==> src/rtl/apb_requester.sv <==
// apb_requester: single-outstanding APB requester. It turns cmd_* requests into
// APB SETUP/ACCESS transfers, with a wait-state timeout and a held response channel.
module apb_requester #(
  parameter int ADDR_W  = 32,
  parameter int DATA_W  = 32,
  parameter int TIMEOUT = 16
) (
  input  logic              pclk,
  input  logic              n_rst,
  input  logic              cmd_valid,
  output logic              cmd_ready,
  input  logic              cmd_write,
  input  logic [ADDR_W-1:0] cmd_addr,
  input  logic [DATA_W-1:0] cmd_wdata,
  output logic              psel,
  output logic              penable,
  output logic              pwrite,
  output logic [ADDR_W-1:0] paddr,
  output logic [DATA_W-1:0] pwdata,
  input  logic              pready,
  input  logic              pslverr,
  input  logic [DATA_W-1:0] prdata,
  output logic              rsp_valid,
  input  logic              rsp_ready,
  output logic [DATA_W-1:0] rsp_rdata,
  output logic              rsp_err,
  output logic              rsp_timeout
);

  localparam int CNT_W = $clog2(TIMEOUT + 1);
  localparam logic [CNT_W-1:0] CNT_LAST = CNT_W'(TIMEOUT - 1);

  typedef enum logic [1:0] {IDLE, SETUP, ACCESS, RESP} state_t;

  state_t            state, state_nxt;
  logic [CNT_W-1:0]  wait_cnt;
  logic              cap_write;
  logic [ADDR_W-1:0] cap_addr;
  logic [DATA_W-1:0] cap_wdata;
  logic              misaligned;

  assign misaligned = cmd_addr[1:0] != 2'b00;

  // The APB bus is driven straight from the capture registers, so it holds between transfers.
  assign paddr  = cap_addr;
  assign pwrite = cap_write;
  assign pwdata = cap_wdata;

  always_ff @(posedge pclk or negedge n_rst) begin
    if (!n_rst) state <= IDLE;
    else        state <= state_nxt;
  end

  always_comb begin
    state_nxt = state;
    cmd_ready = 1'b0;
    psel      = 1'b0;
    penable   = 1'b0;
    rsp_valid = 1'b0;
    case (state)
      IDLE: begin
        cmd_ready = 1'b1;
        if (cmd_valid) state_nxt = misaligned ? RESP : SETUP;
      end
      SETUP: begin
        psel      = 1'b1;
        state_nxt = ACCESS;
      end
      ACCESS: begin
        psel    = 1'b1;
        penable = 1'b1;
        if (pready || wait_cnt == CNT_LAST) state_nxt = RESP;
      end
      RESP: begin
        rsp_valid = 1'b1;
        if (rsp_ready) state_nxt = IDLE;
      end
      default: state_nxt = IDLE;
    endcase
  end

  // A misaligned command never reaches the bus, so the capture registers keep the last transfer.
  always_ff @(posedge pclk or negedge n_rst) begin
    if (!n_rst) begin
      cap_write   <= 1'b0;
      cap_addr    <= '0;
      cap_wdata   <= '0;
      wait_cnt    <= '0;
      rsp_rdata   <= '0;
      rsp_err     <= 1'b0;
      rsp_timeout <= 1'b0;
    end else begin
      case (state)
        IDLE: begin
          if (cmd_valid) begin
            if (misaligned) begin
              rsp_rdata   <= '0;
              rsp_err     <= 1'b1;
              rsp_timeout <= 1'b0;
            end else begin
              cap_write <= cmd_write;
              cap_addr  <= cmd_addr;
              cap_wdata <= cmd_write ? cmd_wdata : '0;
              wait_cnt  <= '0;
            end
          end
        end
        ACCESS: begin
          if (pready) begin
            rsp_rdata   <= cap_write ? '0 : prdata;
            rsp_err     <= pslverr;
            rsp_timeout <= 1'b0;
          end else if (wait_cnt == CNT_LAST) begin
            rsp_rdata   <= '0;
            rsp_err     <= 1'b1;
            rsp_timeout <= 1'b1;
          end else begin
            wait_cnt <= wait_cnt + CNT_W'(1);
          end
        end
        default: ;
      endcase
    end
  end

endmodule
==> config.mk <==
export PLATFORM = sky130hd
export DESIGN_NAME = apb_requester
export DESIGN_NICKNAME = d
export VERILOG_FILES = /design/src/rtl/apb_requester.sv
export SDC_FILE = /design/constraint.sdc
export NUM_CORES = 1
export LEC_CHECK = 0
export ABC_CLOCK_PERIOD_IN_PS = 1800
export CAP_MARGIN = 20
export CORE_AREA = 2 2 86 150
export DETAILED_ROUTE_END_ITERATION = 7
export DIE_AREA = 0 0 88 152
export PLACE_DENSITY_LB_ADDON = 0.08
export SYNTH_ARGS = -nofsm -noshare
export SYNTH_HDL_FRONTEND = slang
export SYNTH_SLANG_ARGS = --single-unit
==> constraint.sdc <==
create_clock -name pclk -period 1.8 [get_ports pclk]
set_clock_uncertainty 0.05 [all_clocks]
set_input_delay 0.45 -clock pclk [delete_from_list [all_inputs] [get_ports pclk]]
set_output_delay 0.45 -clock pclk [all_outputs]
set_load 0.005 [all_outputs]
==> metrics, run 1 <==
status=finished with violations; violated checks=negative setup slack; critical-path cell list=ha_2, and3_4, ha_4, nor3b_4, a211oi_4, buf_12, buf_12, buf_16, mux2i_1; Tcrit/Tclk final=1.09; H-tree levels=3; DP Worst Slack=-0.312 ns; I/O pins=206; Starting Density=0.373; register bit total from synthesis=~110; area occupied by multi-input gates=2000 um2; total CTS buffers=9; total power=12800 uW; chip height=152 um; per-cell routed wire length=16.5 um; Crit Path Max Fanout=8; Post-DP HPWL=8930 um; crit path kind=flip-flop to flip-flop; Final min period=~2 ns; Seq pwr share=0.312; Critical-path top delay cell=dfrtp_1; Port Buffers=205; vias in the first global route=4054; final setup margin=-0.163 ns; Vias=3959; Cell Int Power=8900 uW; max-slew violations=0; Layout Cells excl Fill=roughly 850; Post-Syn Instances=413; Highest Clock Rate=509 MHz; P_leak=0.00387 uW; post-synthesis cell type count=35; combinational power share=0.529; worst path required time=1.97 ns; 1st-iter DRT viols=63; DRT Pass-1 Iters=4; CTS Root Cell=clkbuf_16; unrepaired setup endpoints after global routing=yes; Post-Syn Area=between 4000 and 5000 um2; total core area=12200 um2; Sw Pwr=3930 uW; Warnings, synthesis=0; P per Cell Area=~1500 nW/um2; initial antenna violation count=0; Worst slew margin=0.727; WP data arrival=2.14 ns; placed insts=around 800; crit-path leading delay family=simple AND/OR/NAND/NOR gates; Die Wd=88 um; crit path buf inv count=3; die area=13400 um2; setup TNS=-8.94 ns; Worst-Skew Late Latency=0.34 ns; syn_nets=around 520; routability cong.=a little under 0.8; Critical Path End Type=flip-flop; total wire length=14000 um; n_diodes=0; fillers=943; nets=785; slowest stage delay, CP=about 0.4 ns; CP Launch Type=flip-flop; Worst Max-Slew Pin Slew=0.410 ns; Avg Inst Size Synth=11.0 um2; storage element area=around 2700 um2; Worst-path clk slew=0.07 ns; Antenna Violating Nets Remaining=0; clk sinks=~110; Fin. Hold Viols=0; Max-cap violations=0; CTS max path bufs=2; Seq/Total Area, Yosys=0.581; TritonCTS clock tree=done; Tot GR Track Use=0.195; vias per std cell=4.66; Post-route DRC=0; VDD IR-drop max=~0.8 mV; Setup violations, final=102; sw frac=0.306; first-pass GRT wire length=20200 um; area grow syn2layout=84.1%; largest net degree at the start of global routing=33; grt total ovfl=0; most used cell, CP=buf_12; clock share of power=0.159; Hold Crit Class=flip-flop to flip-flop; FP Rows=54; share of layout cells above drive strength 1=0.288
-- Yosys cell counts --
master     instances  area share
a2111oi_0          2      0.0038
clkbuf_1          12      0.0099
and3b_1            1      0.0019
a221oi_1           1      0.0019
nand3_1            8      0.0088
ha_1               6       0.016
buf_2             10       0.011
and3_1             3      0.0041
nand3b_1           1      0.0016
a2bb2oi_1          1      0.0019
a311o_1            2      0.0044
mux2_1             1      0.0025
mux2_2            31       0.077
o21ai_1           15       0.016
o211ai_1           2      0.0033
mux2_4             2      0.0066
or2_1              1      0.0014
a211oi_4           1      0.0044
and2_1             2      0.0027
buf_6              1      0.0025
a2111o_1           2      0.0049
nor3b_2            1      0.0027
nand2_1           97       0.080
a211o_1            1      0.0019
mux2i_1           32       0.070
o21ai_0           18       0.020
buf_8              3      0.0099
nor2_1             4      0.0033
nand4bb_1          1      0.0025
a22oi_1            1      0.0016
inv_1             39       0.032
nor2_4             1      0.0025
dfrtp_1          106        0.58
nand2b_1           3      0.0041
a21oi_1            1      0.0011
-- power by group through the flow --
stage	clock network (uW)	registers (uW)	logic [uW]
2_1_floorplan	0	4010	2110
3_3_place_gp	0	3910	5130
3_5_place_dp	0	3950	5240
4_1_cts	2100	3910	6270
5_1_grt	2200	4130	7280
6_report	2040	4000	6790
-- area by class of cell --
cell class,instances,area share
Clock buffer,11,0.0301
Clock inverter,5,0.00715
Inverter,39,0.0174
Multi-Input combinational cell,242,0.238
Sequential cell,106,0.316
Tap cell,168,0.0250
Timing Repair Buffer,278,0.366
-- logic make-up after synthesis --
kind of cell | count (synthesis) | synth area share
simple gates | 123 | 0.115
compound gates | 47 | 0.0656
fa+ha+maj | 6 | 0.0165
mux | 66 | 0.156
flops | 106 | 0.581
buf+inv | 65 | 0.0653
-- placed cells by master (no fill, tap or decap), types with 4 or more instances in the layout --
| cell type | synthesis | routed |
|---|---|---|
| buf_12 | 0 | 12 |
| buf_16 | 0 | 5 |
| buf_4 | 0 | 34 |
| buf_6 | 1 | 14 |
| buf_8 | 3 | 4 |
| clkbuf_16 | 0 | 16 |
| clkdlybuf4s50_1 | 0 | 187 |
| dfrtp_1 | 106 | 106 |
| dlymetal6s2s_1 | 0 | 13 |
| ha_4 | 0 | 4 |
| inv_1 | 39 | 37 |
| mux2_2 | 31 | 21 |
| mux2_4 | 2 | 13 |
| mux2i_1 | 32 | 31 |
| nand2_1 | 97 | 67 |
| nand2_2 | 0 | 19 |
| nand2_4 | 0 | 11 |
| nand3_1 | 8 | 7 |
| nor2_1 | 4 | 4 |
| o21ai_1 | 15 | 16 |
| o21ai_2 | 0 | 17 |
-- path summary, 6_finish.rpt --
path                       slack (ns)  depth (start not counted)             to        start
min in group asynchronous        0.52                          2  rsp_rdata[23]        n_rst
max reg2reg                     -0.16                          9   rsp_rdata[6]  wait_cnt[1]
max in group asynchronous        0.65                          3     pwdata[23]        n_rst
min                              0.43                          2      pwdata[6]    pwdata[6]
min reg2reg                      0.43                          2      pwdata[6]    pwdata[6]
max                             -0.16                          9   rsp_rdata[6]  wait_cnt[1]
-- tightest hold or removal path: stages (launching register included) --
cell     delay (ns)
dfrtp_1        0.35
nand2_2        0.06
o21ai_2        0.04
-- sequential cells by signal, summed over array words and instances (netlist names) --
name and cells:
paddr 32, pwdata 32, pwrite 1, rsp_err 1, rsp_rdata 32, rsp_timeout 1, state 2, wait_cnt 5
-- what timing repair did --
action,in CTS,in global routing
hold endpoints to repair,24,0
setup endpoints to repair,91,106
hold buffers,1,0
resized for setup,37,125
pin swaps,7,37
cloned,4,9
setup buffers,12,15
-- metal layers --
metal,up-vias,track usage,wire length (um)
met5,-,0,0
met4,0,0.0703,351
met3,24,0.0505,761
met2,141,0.355,7820
met1,1912,0.209,5050
li1,1882,-,-
-- stage by stage --
step           hold WS, ns  utilization  area [um2]
2_1_floorplan        0.104            -        4590
3_3_place_gp         0.354        0.579        7080
3_5_place_dp         0.355        0.579        7080
4_1_cts              0.440        0.633        7740
5_1_grt              0.464        0.687        8400
6_report             0.435        0.687        8400
No activity file was read; power rests on OpenSTA's default activity.
==> run 2: changes to the inputs <==
--- a/config.mk
+++ b/config.mk
@@ -11,6 +11,7 @@
 export DETAILED_ROUTE_END_ITERATION = 7
 export DIE_AREA = 0 0 88 152
 export PLACE_DENSITY_LB_ADDON = 0.08
+export SETUP_SLACK_MARGIN = 0.15
 export SYNTH_ARGS = -nofsm -noshare
 export SYNTH_HDL_FRONTEND = slang
 export SYNTH_SLANG_ARGS = --single-unit
==> metrics, run 2 (synthesis results as in run 1) <==
status=finished clean (was finished with violations); total power=11400 uW (was 12800 uW); total wire length=12500 um (was 14000 um); max-slew violations=0 (unchanged); VDD IR-drop max=0.795 mV (was 0.803 mV); Critical Path End Type=flip-flop (unchanged); clk sinks=106 (unchanged); vias in the first global route=3938 (was 4054); placed insts=799 (was 796); Layout Cells excl Fill=838 (was 849); per-cell routed wire length=14.9 um (was 16.5 um); vias per std cell=4.64 (was 4.66); share of layout cells above drive strength 1=0.231 (was 0.288); chip height=152 um (unchanged); Final Util=0.641 (was 0.687); Worst-Skew Late Latency=0.34 ns (about the same); crit path kind=flip-flop to flip-flop (unchanged); reg2reg start=state[0] (was wait_cnt[1]); worst path required time=1.98 ns (was 1.97 ns); P per Cell Area=1450 nW/um2 (was 1530 nW/um2); n_diodes=0 (unchanged); grt total ovfl=0 (unchanged); Max-cap violations=0 (unchanged); fillers=1024 (was 943); FP Rows=54 (unchanged); area occupied by multi-input gates=1870 um2 (was 2000 um2); slowest stage delay, CP=0.36 ns (was 0.40 ns); CTS max path bufs=2 (unchanged); I/O pins=206 (unchanged); 1st-iter DRT viols=74 (was 63); die area=13400 um2 (unchanged); Worst-path clk slew=0.07 ns (about the same); Highest Clock Rate=556 MHz (was 509 MHz); H-tree levels=3 (unchanged); nets=774 (was 785); TritonCTS clock tree=done (unchanged); setup TNS=0 ns (was -8.94 ns); Tcrit/Tclk final=1.00 (was 1.09); Starting Density=0.373 (unchanged); Setup violations, final=0 (was 102); unrepaired setup endpoints after global routing=yes (unchanged); DRT Pass-1 Iters=4 (unchanged); area grow syn2layout=72.0% (was 84.1%); Antenna Violating Nets Remaining=0 (unchanged); most used cell, CP=buf_12 (unchanged); Worst slew margin=0.805 (was 0.727); Die Wd=88 um (unchanged); total core area=12200 um2 (unchanged); Post-DP HPWL=8920 um (was 8930 um); Worst Setup SP=state[0] (was wait_cnt[1]); worst hold start=paddr[1] (was pwdata[6]); most frequent cells in the layout=105 x dfrtp_1, 100 x clkdlybuf4s50_1, 100 x dlygate4sd2_1 (was 187 x clkdlybuf4s50_1, 106 x dfrtp_1, 67 x nand2_1); initial antenna violation count=0 (unchanged); Crit Path Max Fanout=16 (was 8); CP Launch Type=flip-flop (unchanged); WP data arrival=1.98 ns (was 2.14 ns); Fin. Hold Viols=0 (unchanged); Critical-path top delay cell=dfrtp_1 (unchanged); most common cell after layout, fill and taps aside=dfrtp_1 (was clkdlybuf4s50_1); Post-route DRC=0 (unchanged); storage element area=2650 um2 (about the same); P_leak=0.00384 uW (was 0.00387 uW); Worst Max-Slew Pin Slew=0.292 ns (was 0.410 ns); largest net degree at the start of global routing=40 (was 33); critical-path cell list=inv_2, buf_6, ha_4, buf_8, nand4bb_4, buf_12, buf_12, mux2_2 (was ha_2, and3_4, ha_4, nor3b_4, a211oi_4, buf_12, buf_12, buf_16, mux2i_1); Vias=3890 (was 3959); total CTS buffers=9 (unchanged); Hold Crit Class=flip-flop to flip-flop (unchanged); Final min period=1.80 ns (was 1.96 ns); CTS Root Cell=clkbuf_16 (unchanged); Port Buffers=205 (unchanged); Tot GR Track Use=0.185 (was 0.195); first-pass GRT wire length=19200 um (was 20200 um); routability cong.=0.799 (was 0.790)
-- run 2: cell count changes in the layout (fill, tap and decap cells not counted), moves of 5 or more --
cell / delta
dlymetal6s2s_1: -13
o21ai_2: -13
nand2_4: -10
buf_16: -5
dlygate4sd2_1: +100
nand2_1: +14
o21ai_1: +10
clkdlybuf4s50_1: -87
clkbuf_16: -5
-- run 2: per-stage QoR --
step           hold slack [ns]  worst slack [ns]  instance area (um2)
6_report                 0.428          0.000171                 7850
5_1_grt                  0.463           -0.0558                 7850
4_1_cts                  0.436          -0.00626                 7670
3_5_place_dp             0.307            -0.319                 7160
3_3_place_gp             0.309            -0.276                 7160
2_1_floorplan            0.104           -0.0572                 4610
-- run 2: timing repair --
action | 4_1_cts | 5_1_grt
endpoints found under the setup margin | 207 | 109
hold endpoints to repair | 16 | 0
cloned | 1 | 2
pin swaps | 15 | 9
hold buffers | 1 | 0
resized for setup | 168 | 29
setup buffers | 17 | 2
-- run 2: worst paths after layout --
check / depth (start not counted) / slack (ns) / to
max in group asynchronous: 4 / 0.58 / rsp_rdata[0]
setup / recovery: 8 / 0.0002 / paddr[24]
setup reg to reg: 8 / 0.0002 / paddr[24]
hold / removal: 1 / 0.43 / paddr[1]
min in group asynchronous: 2 / 0.48 / rsp_rdata[16]
hold reg to reg: 1 / 0.43 / paddr[1]
-- run 2: layout make-up --
cell class                      instances  area share
Tap cell                              168      0.0268
Multi-Input combinational cell        243       0.239
Timing Repair Buffer                  266       0.338
Clock buffer                           10      0.0305
Sequential cell                       106       0.338
Inverter                               39      0.0187
Clock inverter                          6     0.00925
-- run 2: where the power goes --
part | internal [uW] | switching, uW
Clock | 1140 | 895
Sequential | 3380 | 532
Combinational | 3280 | 2160
Total | 7800 | 3580
-- run 2: per-layer routing --
metal	up-vias	GRT usage	wire length, um
li1	1858	-	-
met1	1874	0.206	4640
met2	141	0.325	6800
met3	17	0.0483	744
met4	0	0.0740	274
met5	-	0	0
-- run 2: worst max-delay path: cells and delay by family, from the launching register on --
kind	cells	cell delay [ns]
fa+ha+maj	1	0.15
buf+inv	5	0.64
flops	1	0.36
mux	1	0.35
simple gates	1	0.10
==> RTL change, RTL diff (flow settings as in run 2) <==
Register the output `rsp_timeout` once more, with the module's reset; this adds one clock of latency there. The other outputs are not delayed to match.
--- a/src/rtl/apb_requester.sv
+++ b/src/rtl/apb_requester.sv
@@ -31,6 +31,8 @@
   localparam logic [CNT_W-1:0] CNT_LAST = CNT_W'(TIMEOUT - 1);
 
   typedef enum logic [1:0] {IDLE, SETUP, ACCESS, RESP} state_t;
+
+  logic rsp_timeout_s0;
 
   state_t            state, state_nxt;
   logic [CNT_W-1:0]  wait_cnt;
@@ -88,7 +90,7 @@
       wait_cnt    <= '0;
       rsp_rdata   <= '0;
       rsp_err     <= 1'b0;
-      rsp_timeout <= 1'b0;
+      rsp_timeout_s0 <= 1'b0;
     end else begin
       case (state)
         IDLE: begin
@@ -96,7 +98,7 @@
             if (misaligned) begin
               rsp_rdata   <= '0;
               rsp_err     <= 1'b1;
-              rsp_timeout <= 1'b0;
+              rsp_timeout_s0 <= 1'b0;
             end else begin
               cap_write <= cmd_write;
               cap_addr  <= cmd_addr;
@@ -109,11 +111,11 @@
           if (pready) begin
             rsp_rdata   <= cap_write ? '0 : prdata;
             rsp_err     <= pslverr;
-            rsp_timeout <= 1'b0;
+            rsp_timeout_s0 <= 1'b0;
           end else if (wait_cnt == CNT_LAST) begin
             rsp_rdata   <= '0;
             rsp_err     <= 1'b1;
-            rsp_timeout <= 1'b1;
+            rsp_timeout_s0 <= 1'b1;
           end else begin
             wait_cnt <= wait_cnt + CNT_W'(1);
           end
@@ -123,4 +125,12 @@
     end
   end
 
+  always_ff @(posedge pclk or negedge n_rst) begin
+    if (!n_rst) begin
+      rsp_timeout <= '0;
+    end else begin
+      rsp_timeout <= rsp_timeout_s0;
+    end
+  end
+
 endmodule
Behaviour: no difference found for any inputs over 4 cycles, from zero or initial values and one cycle with n_rst low; that may be too few to reach the edited logic, so the function may still have changed.
==> RTL change against run 2 <==
- design area rose by 5.5%
- utilization rose by 3.5 points
- worst setup slack got worse by 81 ps
- hold slack got worse by 83 ps
- total power rose by 1.4%
- sequential cell count rose by 1
- critical path depth did not move
- global-route usage rose by 2.5 points
- synthesized area rose by 1.4%
- clock power fell by 8%
- the flow now finishes with violations (negative setup slack)
- routed wire length rose by 12%
==> RTL change: results (changes against run 2) <==
Route
  • Antenna viol nets, final: 0 (unchanged)
  • Post-Route WL: 14000 um (+12%)
  • Routed met3 length: 878 um (+18%)
  • Vias: 4053 (+4.2%)
  • Met1 Routed Length: 5180 um (+12%)
  • DR WL met2: 7500 um (+10%)
  • DR iter-0 viols: 113 (+53%)

Global routing
  • GR Util met2: 0.370 (+0.0451)
  • GR Util met1: 0.232 (+0.0270)
  • GRT Resource Usage Total: 0.210 (+0.0254)
  • Largest net degree at the start of global routing: 50 (+25%)
  • Routing usage on met3: 0.0565 (+0.00815)
  • First-pass GRT wire length: 21700 um (+13%)
  • Vias in the first global route: 4319 (+9.7%)

Placement
  • HPWL Detailed: 9230 um (+3.5%)
  • Routability Congestion: 0.787 (-1.4%)
  • Dpl ws: -305 ps (+14.1 ps)

Clock tree
  • Number of post-CTS setup repair buffers: 22 (+5)
  • Clock-pin slew on the worst setup and hold paths: 70 ps (about the same)
  • CTS resizes: 186 (+11%)

Pwr
  • Pleak: 4.04 nW (+5.2%)
  • Clock network power: 1.87 mW (-8%)
  • Flop+latch power: 3.96 mW (+1%)
  • Overall power: 11.5 mW (+1.4%)
  • Max IR drop VDD: 657 uV (-17%)
  • Net Sw Frac: 0.326 (+0.0107)

Hold path
  • Min-delay worst type: reg -> reg
  • Hold_sp: rsp_timeout_s0$_DFFE_PN0P_

Critical path
  • CP max FO: 5 (-11)
  • Crit. Startpoint: state[1]$_DFFE_PN0P_
  • CP arrival: 2070 ps (+90 ps)

Timing
  • Worst Max-Slew Pin Slew: 306 ps (+13.5 ps)
  • # setup viols final: 80 (+80)
  • Worst Setup Slack, final: -81.1 ps (-81.3 ps)

Finish
  • Share of cells above drive strength 1: 0.289 (+0.0581)
  • Nets: 802 (+3.6%)

Synthesis
  • Main synth FF type: dfrtp_1
  • Netlist cell types: 42 (+20%)
  • Top area cells in the synthesized netlist: dfrtp_1, nand2_1, mux2i_1
  • Post-synth top cells: dfrtp_1, nand2_1, inv_1
  • Sequential area share after synthesis: 0.579 (-0.00245)

Outcome
  • Status: finished, violations left
  • Failing checks: negative setup slack
RTL change: cell types whose count changed after synthesis, moves of 3 or more:
cell,change
nand2_1,+4
nand2b_1,-3
nand3_1,-6
o21ai_1,-5
mux2_2,-6
o21ai_0,+4
mux2_1,+6
RTL change: path summary, 6_finish.rpt:
check	slack [ps]	end	depth (start not counted)
worst max-delay path	-80	paddr[28]$_DFFE_PN0P_	8
worst min-delay path	350	rsp_timeout$_DFF_PN0_	0
worst max register to register	-80	paddr[28]$_DFFE_PN0P_	8
worst min register to register	350	rsp_timeout$_DFF_PN0_	0
max in group asynchronous	600	wait_cnt[2]$_DFFE_PN0P_	3
min in group asynchronous	480	rsp_rdata[22]$_DFFE_PN0P_	2
RTL change: layout make-up:
cell class | instances | area [um^2]
multi-input cells | 250 | 2010
well taps | 168 | 210
flip-flops and latches | 107 | 2680
repair buffers | 287 | 2960
fillers | 994 | 3950
clock inverters | 5 | 38.8
clock buffers | 11 | 233
inverters | 38 | 145
RTL change: cell families after synthesis:
| kind of cell | count (synthesis) | synth area share |
|---|---|---|
| and+or+nand+nor | 129 | 0.122 |
| DFF | 107 | 0.579 |
| muxes | 67 | 0.156 |
| buffers and inverters | 63 | 0.0622 |
| AOI/OAI and AO/OA | 48 | 0.0644 |
| adders and majority gates | 6 | 0.0162 |
RTL change: per-stage QoR:
step / instance area [um^2] / setup TNS [ps] / instances
after CTS: 7900 / -1450 / 856
after floorplan: 4660 / -2640 / 420
after detailed placement: 7190 / -17640 / 811
after global routing: 8280 / -8260 / 866
after global placement: 7190 / -17270 / 811
final: 8280 / -3220 / 866
RTL change: critical path: stages, from the launching register on:
cell and delay (ps):
dfrtp_1 410, buf_6 140, inv_4 50, ha_4 150, buf_6 110, nand4bb_4 210
buf_8 220, buf_12 140, mux2_4 290
